`src/rtl/rom_load_sequencer_if.sv`:
```
// HPS ioctl download port plus core ROM write port and status, bundled for rom_load_sequencer.
// master is the sequencer side; slave is the HPS/core side.
interface rom_load_sequencer_if #(
    parameter int ADDR_W = 16
);
    logic              ioctl_download;
    logic              ioctl_wr;
    logic [ADDR_W-1:0] ioctl_addr;
    logic [7:0]        ioctl_dout;
    logic              ioctl_wait;
    logic              user_reset;
    logic              mem_busy;
    logic [3:0]        mem_we;
    logic [ADDR_W-1:0] mem_addr;
    logic [7:0]        mem_data;
    logic              core_reset;
    logic              size_err;
    logic              overrun;

    modport master (
        input  ioctl_download, ioctl_wr, ioctl_addr, ioctl_dout, user_reset, mem_busy,
        output ioctl_wait, mem_we, mem_addr, mem_data, core_reset, size_err, overrun
    );

    modport slave (
        output ioctl_download, ioctl_wr, ioctl_addr, ioctl_dout, user_reset, mem_busy,
        input  ioctl_wait, mem_we, mem_addr, mem_data, core_reset, size_err, overrun
    );
endinterface

```
`src/rtl/rom_load_sequencer.sv`:
```
// Routes HPS download bytes into four ROM regions through a 1-entry buffer (write strobe 1 cycle after
// ioctl_wr, held off by mem_busy with ioctl_wait raised while full) and sequences the core reset.
module rom_load_sequencer #(
    parameter int                ADDR_W      = 16,
    parameter logic [ADDR_W-1:0] R1_BASE     = 16'h6000,
    parameter logic [ADDR_W-1:0] R2_BASE     = 16'hA000,
    parameter logic [ADDR_W-1:0] R3_BASE     = 16'hC000,
    parameter logic [16:0]       TOTAL_SIZE  = 17'd49152,
    parameter int                HOLD_CYCLES = 1024
) (
    input  logic                 clk_sys,
    input  logic                 reset_n,
    rom_load_sequencer_if.master io
);
    localparam int              HC_W      = (HOLD_CYCLES > 1) ? $clog2(HOLD_CYCLES) : 1;
    localparam logic [HC_W-1:0] HOLD_LOAD = HC_W'(HOLD_CYCLES - 1);

    typedef enum logic [2:0] {S_IDLE, S_LOAD, S_HOLD, S_RUN, S_ERR} state_t;

    state_t            r_state;
    logic              r_full;
    logic              r_in_range;
    logic [1:0]        r_region;
    logic [ADDR_W-1:0] r_addr;
    logic [7:0]        r_data;
    logic [16:0]       r_count;
    logic [HC_W-1:0]   r_hold;
    logic              r_dl_q;
    logic              r_core_reset;
    logic              r_size_err;
    logic              r_overrun;

    logic              w_dl_rise;
    logic              w_capture;
    logic              w_issue;
    logic              w_overrun;
    logic              w_load_start;
    logic              w_load_done;
    logic              w_in_range;
    logic [1:0]        w_region;
    logic [ADDR_W-1:0] w_base;
    logic [3:0]        w_we;

    assign w_dl_rise  = io.ioctl_download & ~r_dl_q;
    assign w_capture  = (r_state == S_LOAD) & io.ioctl_wr & ~r_full;
    assign w_overrun  = (r_state == S_LOAD) & io.ioctl_wr & r_full;
    assign w_issue    = (r_state == S_LOAD) & r_full & ~io.mem_busy;
    assign w_in_range = 17'(io.ioctl_addr) < TOTAL_SIZE;

    assign w_load_start = ((r_state == S_IDLE || r_state == S_HOLD) && io.ioctl_download) ||
                          ((r_state == S_RUN  || r_state == S_ERR)  && w_dl_rise);

    // A byte draining this cycle counts as empty, so settle starts right after the last strobe.
    assign w_load_done = (r_state == S_LOAD) && !io.ioctl_download && !w_capture &&
                         (!r_full || w_issue);

    always_comb begin
        w_region = 2'd3;
        w_base   = R3_BASE;
        if (io.ioctl_addr < R1_BASE) begin
            w_region = 2'd0;
            w_base   = '0;
        end else if (io.ioctl_addr < R2_BASE) begin
            w_region = 2'd1;
            w_base   = R1_BASE;
        end else if (io.ioctl_addr < R3_BASE) begin
            w_region = 2'd2;
            w_base   = R2_BASE;
        end
    end

    always_comb begin
        w_we = 4'b0000;
        if (w_issue && r_in_range) begin
            w_we[r_region] = 1'b1;
        end
    end

    always_ff @(posedge clk_sys or negedge reset_n) begin
        if (!reset_n) begin
            r_state      <= S_IDLE;
            r_full       <= 1'b0;
            r_in_range   <= 1'b0;
            r_region     <= 2'd0;
            r_addr       <= '0;
            r_data       <= '0;
            r_count      <= '0;
            r_hold       <= '0;
            r_dl_q       <= 1'b0;
            r_core_reset <= 1'b1;
            r_size_err   <= 1'b0;
            r_overrun    <= 1'b0;
        end else begin
            r_dl_q <= io.ioctl_download;

            if (w_capture) begin
                r_full     <= 1'b1;
                r_addr     <= io.ioctl_addr - w_base;
                r_data     <= io.ioctl_dout;
                r_region   <= w_region;
                r_in_range <= w_in_range;
                if (r_count != '1) begin
                    r_count <= r_count + 17'd1;
                end
            end else if (w_issue) begin
                r_full <= 1'b0;
            end

            if (w_overrun) begin
                r_overrun <= 1'b1;
            end

            if (w_load_start) begin
                r_state      <= S_LOAD;
                r_count      <= '0;
                r_size_err   <= 1'b0;
                r_overrun    <= 1'b0;
                r_core_reset <= 1'b1;
            end else begin
                case (r_state)
                    S_IDLE: begin
                        r_state <= S_HOLD;
                        r_hold  <= HOLD_LOAD;
                    end
                    S_LOAD: begin
                        if (w_load_done) begin
                            if (r_count == TOTAL_SIZE) begin
                                r_state <= S_HOLD;
                                r_hold  <= HOLD_LOAD;
                            end else begin
                                r_state    <= S_ERR;
                                r_size_err <= 1'b1;
                            end
                        end
                    end
                    S_HOLD: begin
                        if (io.user_reset) begin
                            r_hold <= HOLD_LOAD;
                        end else if (r_hold == '0) begin
                            r_state      <= S_RUN;
                            r_core_reset <= 1'b0;
                        end else begin
                            r_hold <= r_hold - HC_W'(1);
                        end
                    end
                    S_RUN: begin
                        if (io.user_reset) begin
                            r_state      <= S_HOLD;
                            r_hold       <= HOLD_LOAD;
                            r_core_reset <= 1'b1;
                        end
                    end
                    default: ;
                endcase
            end
        end
    end

    assign io.ioctl_wait = r_full;
    assign io.mem_we     = w_we;
    assign io.mem_addr   = r_addr;
    assign io.mem_data   = r_data;
    assign io.core_reset = r_core_reset;
    assign io.size_err   = r_size_err;
    assign io.overrun    = r_overrun;
endmodule

```
`src/flat_wrapper.sv`:
```
// flat-port wrapper written by rule: the top's interface ports become plain ports
module rom_load_sequencer_flat 
#(
    parameter int                ADDR_W      = 16,
    parameter logic [ADDR_W-1:0] R1_BASE     = 16'h6000,
    parameter logic [ADDR_W-1:0] R2_BASE     = 16'hA000,
    parameter logic [ADDR_W-1:0] R3_BASE     = 16'hC000,
    parameter logic [16:0]       TOTAL_SIZE  = 17'd49152,
    parameter int                HOLD_CYCLES = 1024
)
  (clk_sys, reset_n, io_ioctl_download, io_ioctl_wr, io_ioctl_addr, io_ioctl_dout, io_user_reset, io_mem_busy, io_ioctl_wait, io_mem_we, io_mem_addr, io_mem_data, io_core_reset, io_size_err, io_overrun);
  rom_load_sequencer_if #(.ADDR_W(ADDR_W)) io_i ();
  input  logic clk_sys;
  input  logic reset_n;
  input wire logic [$bits(io_i.ioctl_download)-1:0] io_ioctl_download;
  input wire logic [$bits(io_i.ioctl_wr)-1:0] io_ioctl_wr;
  input wire logic [$bits(io_i.ioctl_addr)-1:0] io_ioctl_addr;
  input wire logic [$bits(io_i.ioctl_dout)-1:0] io_ioctl_dout;
  input wire logic [$bits(io_i.user_reset)-1:0] io_user_reset;
  input wire logic [$bits(io_i.mem_busy)-1:0] io_mem_busy;
  output wire logic [$bits(io_i.ioctl_wait)-1:0] io_ioctl_wait;
  output wire logic [$bits(io_i.mem_we)-1:0] io_mem_we;
  output wire logic [$bits(io_i.mem_addr)-1:0] io_mem_addr;
  output wire logic [$bits(io_i.mem_data)-1:0] io_mem_data;
  output wire logic [$bits(io_i.core_reset)-1:0] io_core_reset;
  output wire logic [$bits(io_i.size_err)-1:0] io_size_err;
  output wire logic [$bits(io_i.overrun)-1:0] io_overrun;
  assign io_i.ioctl_download = io_ioctl_download;
  assign io_i.ioctl_wr = io_ioctl_wr;
  assign io_i.ioctl_addr = io_ioctl_addr;
  assign io_i.ioctl_dout = io_ioctl_dout;
  assign io_i.user_reset = io_user_reset;
  assign io_i.mem_busy = io_mem_busy;
  assign io_ioctl_wait = io_i.ioctl_wait;
  assign io_mem_we = io_i.mem_we;
  assign io_mem_addr = io_i.mem_addr;
  assign io_mem_data = io_i.mem_data;
  assign io_core_reset = io_i.core_reset;
  assign io_size_err = io_i.size_err;
  assign io_overrun = io_i.overrun;
  rom_load_sequencer #(.ADDR_W(ADDR_W), .R1_BASE(R1_BASE), .R2_BASE(R2_BASE), .R3_BASE(R3_BASE), .TOTAL_SIZE(TOTAL_SIZE), .HOLD_CYCLES(HOLD_CYCLES)) u_core (.clk_sys(clk_sys), .reset_n(reset_n), .io(io_i));
endmodule
```
`config.mk`:
```
export PLATFORM = sky130hd
export DESIGN_NAME = rom_load_sequencer_flat
export DESIGN_NICKNAME = d
export VERILOG_FILES = /design/src/rtl/rom_load_sequencer_if.sv /design/src/rtl/rom_load_sequencer.sv /design/src/flat_wrapper.sv
export SDC_FILE = /design/constraint.sdc
export NUM_CORES = 1
export LEC_CHECK = 0
export ABC_AREA = 1
export BUFFER_PORTS_ARGS = -buffer_cell sky130_fd_sc_hd__buf_2
export CORE_MARGIN = 2
export CORE_UTILIZATION = 25
export DETAILED_ROUTE_END_ITERATION = 10
export SETUP_SLACK_MARGIN = 0.3
export SLEW_MARGIN = 40
export SYNTH_ARGS = -nofsm -noshare
export SYNTH_HDL_FRONTEND = slang
export SYNTH_SLANG_ARGS = --single-unit
```
`constraint.sdc`:
```
create_clock -name clk_sys -period 1.9 [get_ports clk_sys]
set_clock_uncertainty 0.15 [all_clocks]
set_input_delay 0.095 -clock clk_sys [delete_from_list [all_inputs] [get_ports clk_sys]]
set_output_delay 0.095 -clock clk_sys [all_outputs]
set_load 0.01 [all_outputs]
```
==> flow_summary.toml <==
[synth]
ys_ff_latch = 62
syn_area_per_cell_um2 = 7.75
seq_area_frac_synth_pct = 46.6
ys_types = 33
yosysWarnings = 0
synth_edf_count = 0
yosys-top-cells-count = "144 x nand2_1, 61 x dfrtp_1, 44 x inv_1"
syn_inst = 430
synthesis.area_um2 = 3330
synth_flop_cell = "dfrtp_1"
synth.most_common_cell = "nand2_1"
synth_area_leader_cell = "dfrtp_1"
synth_area_leaders = "dfrtp_1 46%, nand2_1 16%, inv_1 5.0%"
ys_async_sr_fraction_pct = 100
synth_top_area_share_pct = 45.8
synthesis.nets = 467

[hold_path]
min_to = "u_core.io.ioctl_wait"
hold_depth = 5
hold_path.startpoint = "io_mem_busy"
hp-class = "in2reg"

[pwr]
power.density_nw_per_um2 = 1350
irDropWorstVdd_v = 0.000741
p_leak_nw = 2.74

[die]
die_h_um = 119
core_area_um2 = 13100
io_pins = 62
start_util_pct = 25.4
die_w_um = 119
rows = 42
fp.dieArea_um2 = 14300

[timing]
slew_headroom_pct = 62.8
holdWs_ns = 0.0235
hold_viol_final = 0
setup_ws_ns = -0.0426
period_share_pct = 102
setup_viol_count_final = 2
maxClockFrequency_mhz = 515
min_period_ns = 1.94
rsz0062_at_grt = "yes"
slew_violations = 0
worst_slew_pin_slew_ns = 0.552

[setup_path]
required_ns = 1.96
end_kind = "register"
critPathTopFamily = "simple AND/OR/NAND/NOR gates"
crit_slowest_cell = "dfrtp_1"
timing.rr.end = "u_core.r_count[5]"
r2r_start = "u_core.r_count[0]"
reg2reg_depth = 9
worst-path-max-fanout = 5
startpoint = "u_core.r_count[0]"
crit_type = "reg2reg"
crit_path_frequent_cell = "ha_2"
slowest_delay_ns = 0.40
arrival_ns = 2.00
path_cells = "ha_2 > nand3_2 > nor4_4 > ha_2 > nor2_4 > buf_4 > nand4_1 > o21ai_1 > a21oi_1"
crit_path_start_kind = "register"
path_buf_inv = 1
r2r_slack_ns = -0.04

[clocking]
clk-insertion-delay-late_ns = 0.33
clk_pin_slew_worst_paths_ns = 0.05
clockRootBuffer = "clkbuf_16"
htreeDepth = 3
clock-sinks = 62
numCtsBuffers = 9
cts_max_path_buffers = 2
cts_tree = "yes"

[route]
dr.pass1.iters = 4
dr_total_vias = 3498
via_per_inst = 4.59
drt_iter0_markers = 193
routed_wl_um = 11000
drc = 0
wl_per_cell_um = 14.5
ant_nets = 0

[cells_and_area]
n_antenna_cell = 0
utilization_pct = 43.4
drive_gt1_share_pct = 49.8
nets = 618
final_cell_area_um2 = 5700
areaGrowthSynthToFinish_pct = 70.9

[placement]
place_hpwl_um = 6230
placed_area_um2 = 4060
gp_congestion = 0.885
port_buffers = 61

[job]
max_cap_viol_count = 0

[grt]
grt_pass1_vias = 3377
grt_pass1_wl_um = 15700
antenna_found_initial = 0
grt_remaining_overflow = 0
grtUsageTotal_pct = 13.8
grt_max_degree = 63

[status]
status = "finished, violations left"
violations = "negative setup slack"
per-layer routing:
layer | vias to the layer above | part of all wire [%] | GRT usage (%)
met4 | 0 | 2.6 | 6.32
li1 | 1690 | - | -
met2 | 88 | 52 | 23.1
met3 | 26 | 3.9 | 3.64
met5 | - | 0 | 0
met1 | 1694 | 42 | 16.6
cells by family after synthesis:
kind of cell             after synthesis  synth area share, %
flip-flops                            62                 46.6
AO/OA/AOI/OAI                         51                 9.16
XOR/XNOR                               7                 1.84
buffers and inverters                 61                 7.62
adder cells (fa/ha/maj)                7                 2.85
AND/OR/NAND/NOR                      242                 31.9
worst reg2reg max path: cells and delay by family (launching register included):
kind / cells / cell delay, ns
AND/OR/NAND/NOR: 4 / 0.46
adder cells (fa/ha/maj): 2 / 0.41
flip-flops: 1 / 0.40
AO/OA/AOI/OAI: 2 / 0.24
buffers and inverters: 1 / 0.16
placed cells by master, fill, tap and decap left out, types with 2 or more instances in the layout:
| cell type | netlist | layout |
|---|---|---|
| buf_2 | 5 | 61 |
| nor3_2 | 1 | 6 |
| nand2_1 | 144 | 71 |
| nor2_2 | 1 | 5 |
| o21ai_1 | 0 | 5 |
| dlygate4sd3_1 | 0 | 28 |
| nor2_4 | 4 | 9 |
| buf_12 | 0 | 5 |
| buf_8 | 0 | 3 |
| dfrtp_1 | 61 | 59 |
| clkbuf_1 | 3 | 2 |
| nand3_4 | 0 | 4 |
| nand2_2 | 1 | 41 |
| clkbuf_8 | 0 | 2 |
| buf_6 | 2 | 10 |
| nand3b_1 | 2 | 2 |
| dfrtp_2 | 0 | 2 |
| ha_2 | 0 | 2 |
| inv_2 | 5 | 13 |
| nand3_1 | 33 | 25 |
| buf_4 | 1 | 38 |
| nor2_1 | 32 | 23 |
| o21ai_2 | 10 | 25 |
| a21oi_1 | 8 | 7 |
| nand4_1 | 11 | 11 |
| nand2_4 | 0 | 33 |
| o211ai_1 | 2 | 2 |
| xor2_1 | 6 | 6 |
| clkbuf_16 | 0 | 14 |
| nor3_1 | 10 | 4 |
| o21ai_0 | 28 | 8 |
| inv_1 | 44 | 34 |
| nand3_2 | 1 | 5 |
| ha_4 | 0 | 2 |
| inv_4 | 0 | 2 |
| ha_1 | 6 | 2 |
worst max-delay path by stage:
stage / cells after the start / slack [ns] / to
3_3_place_gp: 9 / 0.04 / u_core.r_count[3]
6_report: 9 / -0.04 / u_core.r_count[5]
3_5_place_dp: 9 / -0.01 / u_core.r_count[2]
4_1_cts: 11 / 0.04 / u_core.r_hold[1]
5_1_grt: 9 / -0.18 / u_core.r_count[5]
2_1_floorplan: 10 / 0.13 / u_core.r_count[9]
sequential cells by signal, summed over array words and instances, names as in the netlist:
register / flops
u_core.io.core_reset: 1
u_core.io.ioctl_wait: 1
u_core.io.mem_addr: 16
u_core.io.mem_data: 8
u_core.io.overrun: 1
u_core.io.size_err: 1
u_core.r_count: 17
u_core.r_dl_q: 1
u_core.r_hold: 10
u_core.r_in_range: 1
u_core.r_region: 2
u_core.r_state: 3
report_power, final:
| group | internal, mW | total, mW | switching, mW | leakage (nW) |
|---|---|---|---|---|
| registers | 1.79 | 2.24 | 0.444 | 0.783 |
| clock network | 1.08 | 1.67 | 0.583 | 0.146 |
| logic | 1.69 | 3.77 | 2.08 | 1.81 |
area by class of cell:
class,count,area [um^2]
Clock buffer,13,260
Clock inverter,3,42.5
Fill cell,1241,7440
Inverter,50,205
Multi-Input combinational cell,307,2150
Sequential cell,62,1560
Tap cell,176,220
Timing Repair Buffer,151,1270
timing repair:
| item | 4_1_cts | 5_1_grt |
|---|---|---|
| endpoints found under the hold margin | 88 | 0 |
| gates resized for setup | 44 | 159 |
| setup endpoints to repair | 59 | 51 |
| pin swaps | 5 | 39 |
| buffers inserted | 14 | 15 |
| cloned | 0 | 7 |
| hold buffers | 29 | 0 |
through the flow:
stage          power [mW]  setup WS (ns)  setup TNS (ns)  cells
2_1_floorplan        3.81          0.132               0    430
4_1_cts              6.55         0.0359               0    740
3_5_place_dp         4.60        -0.0132         -0.0341    681
6_report             7.68        -0.0426         -0.0499    762
3_3_place_gp         4.51         0.0367               0    681
5_1_grt              8.15         -0.183           -1.71    762
No activity file was read; power rests on OpenSTA's default activity.
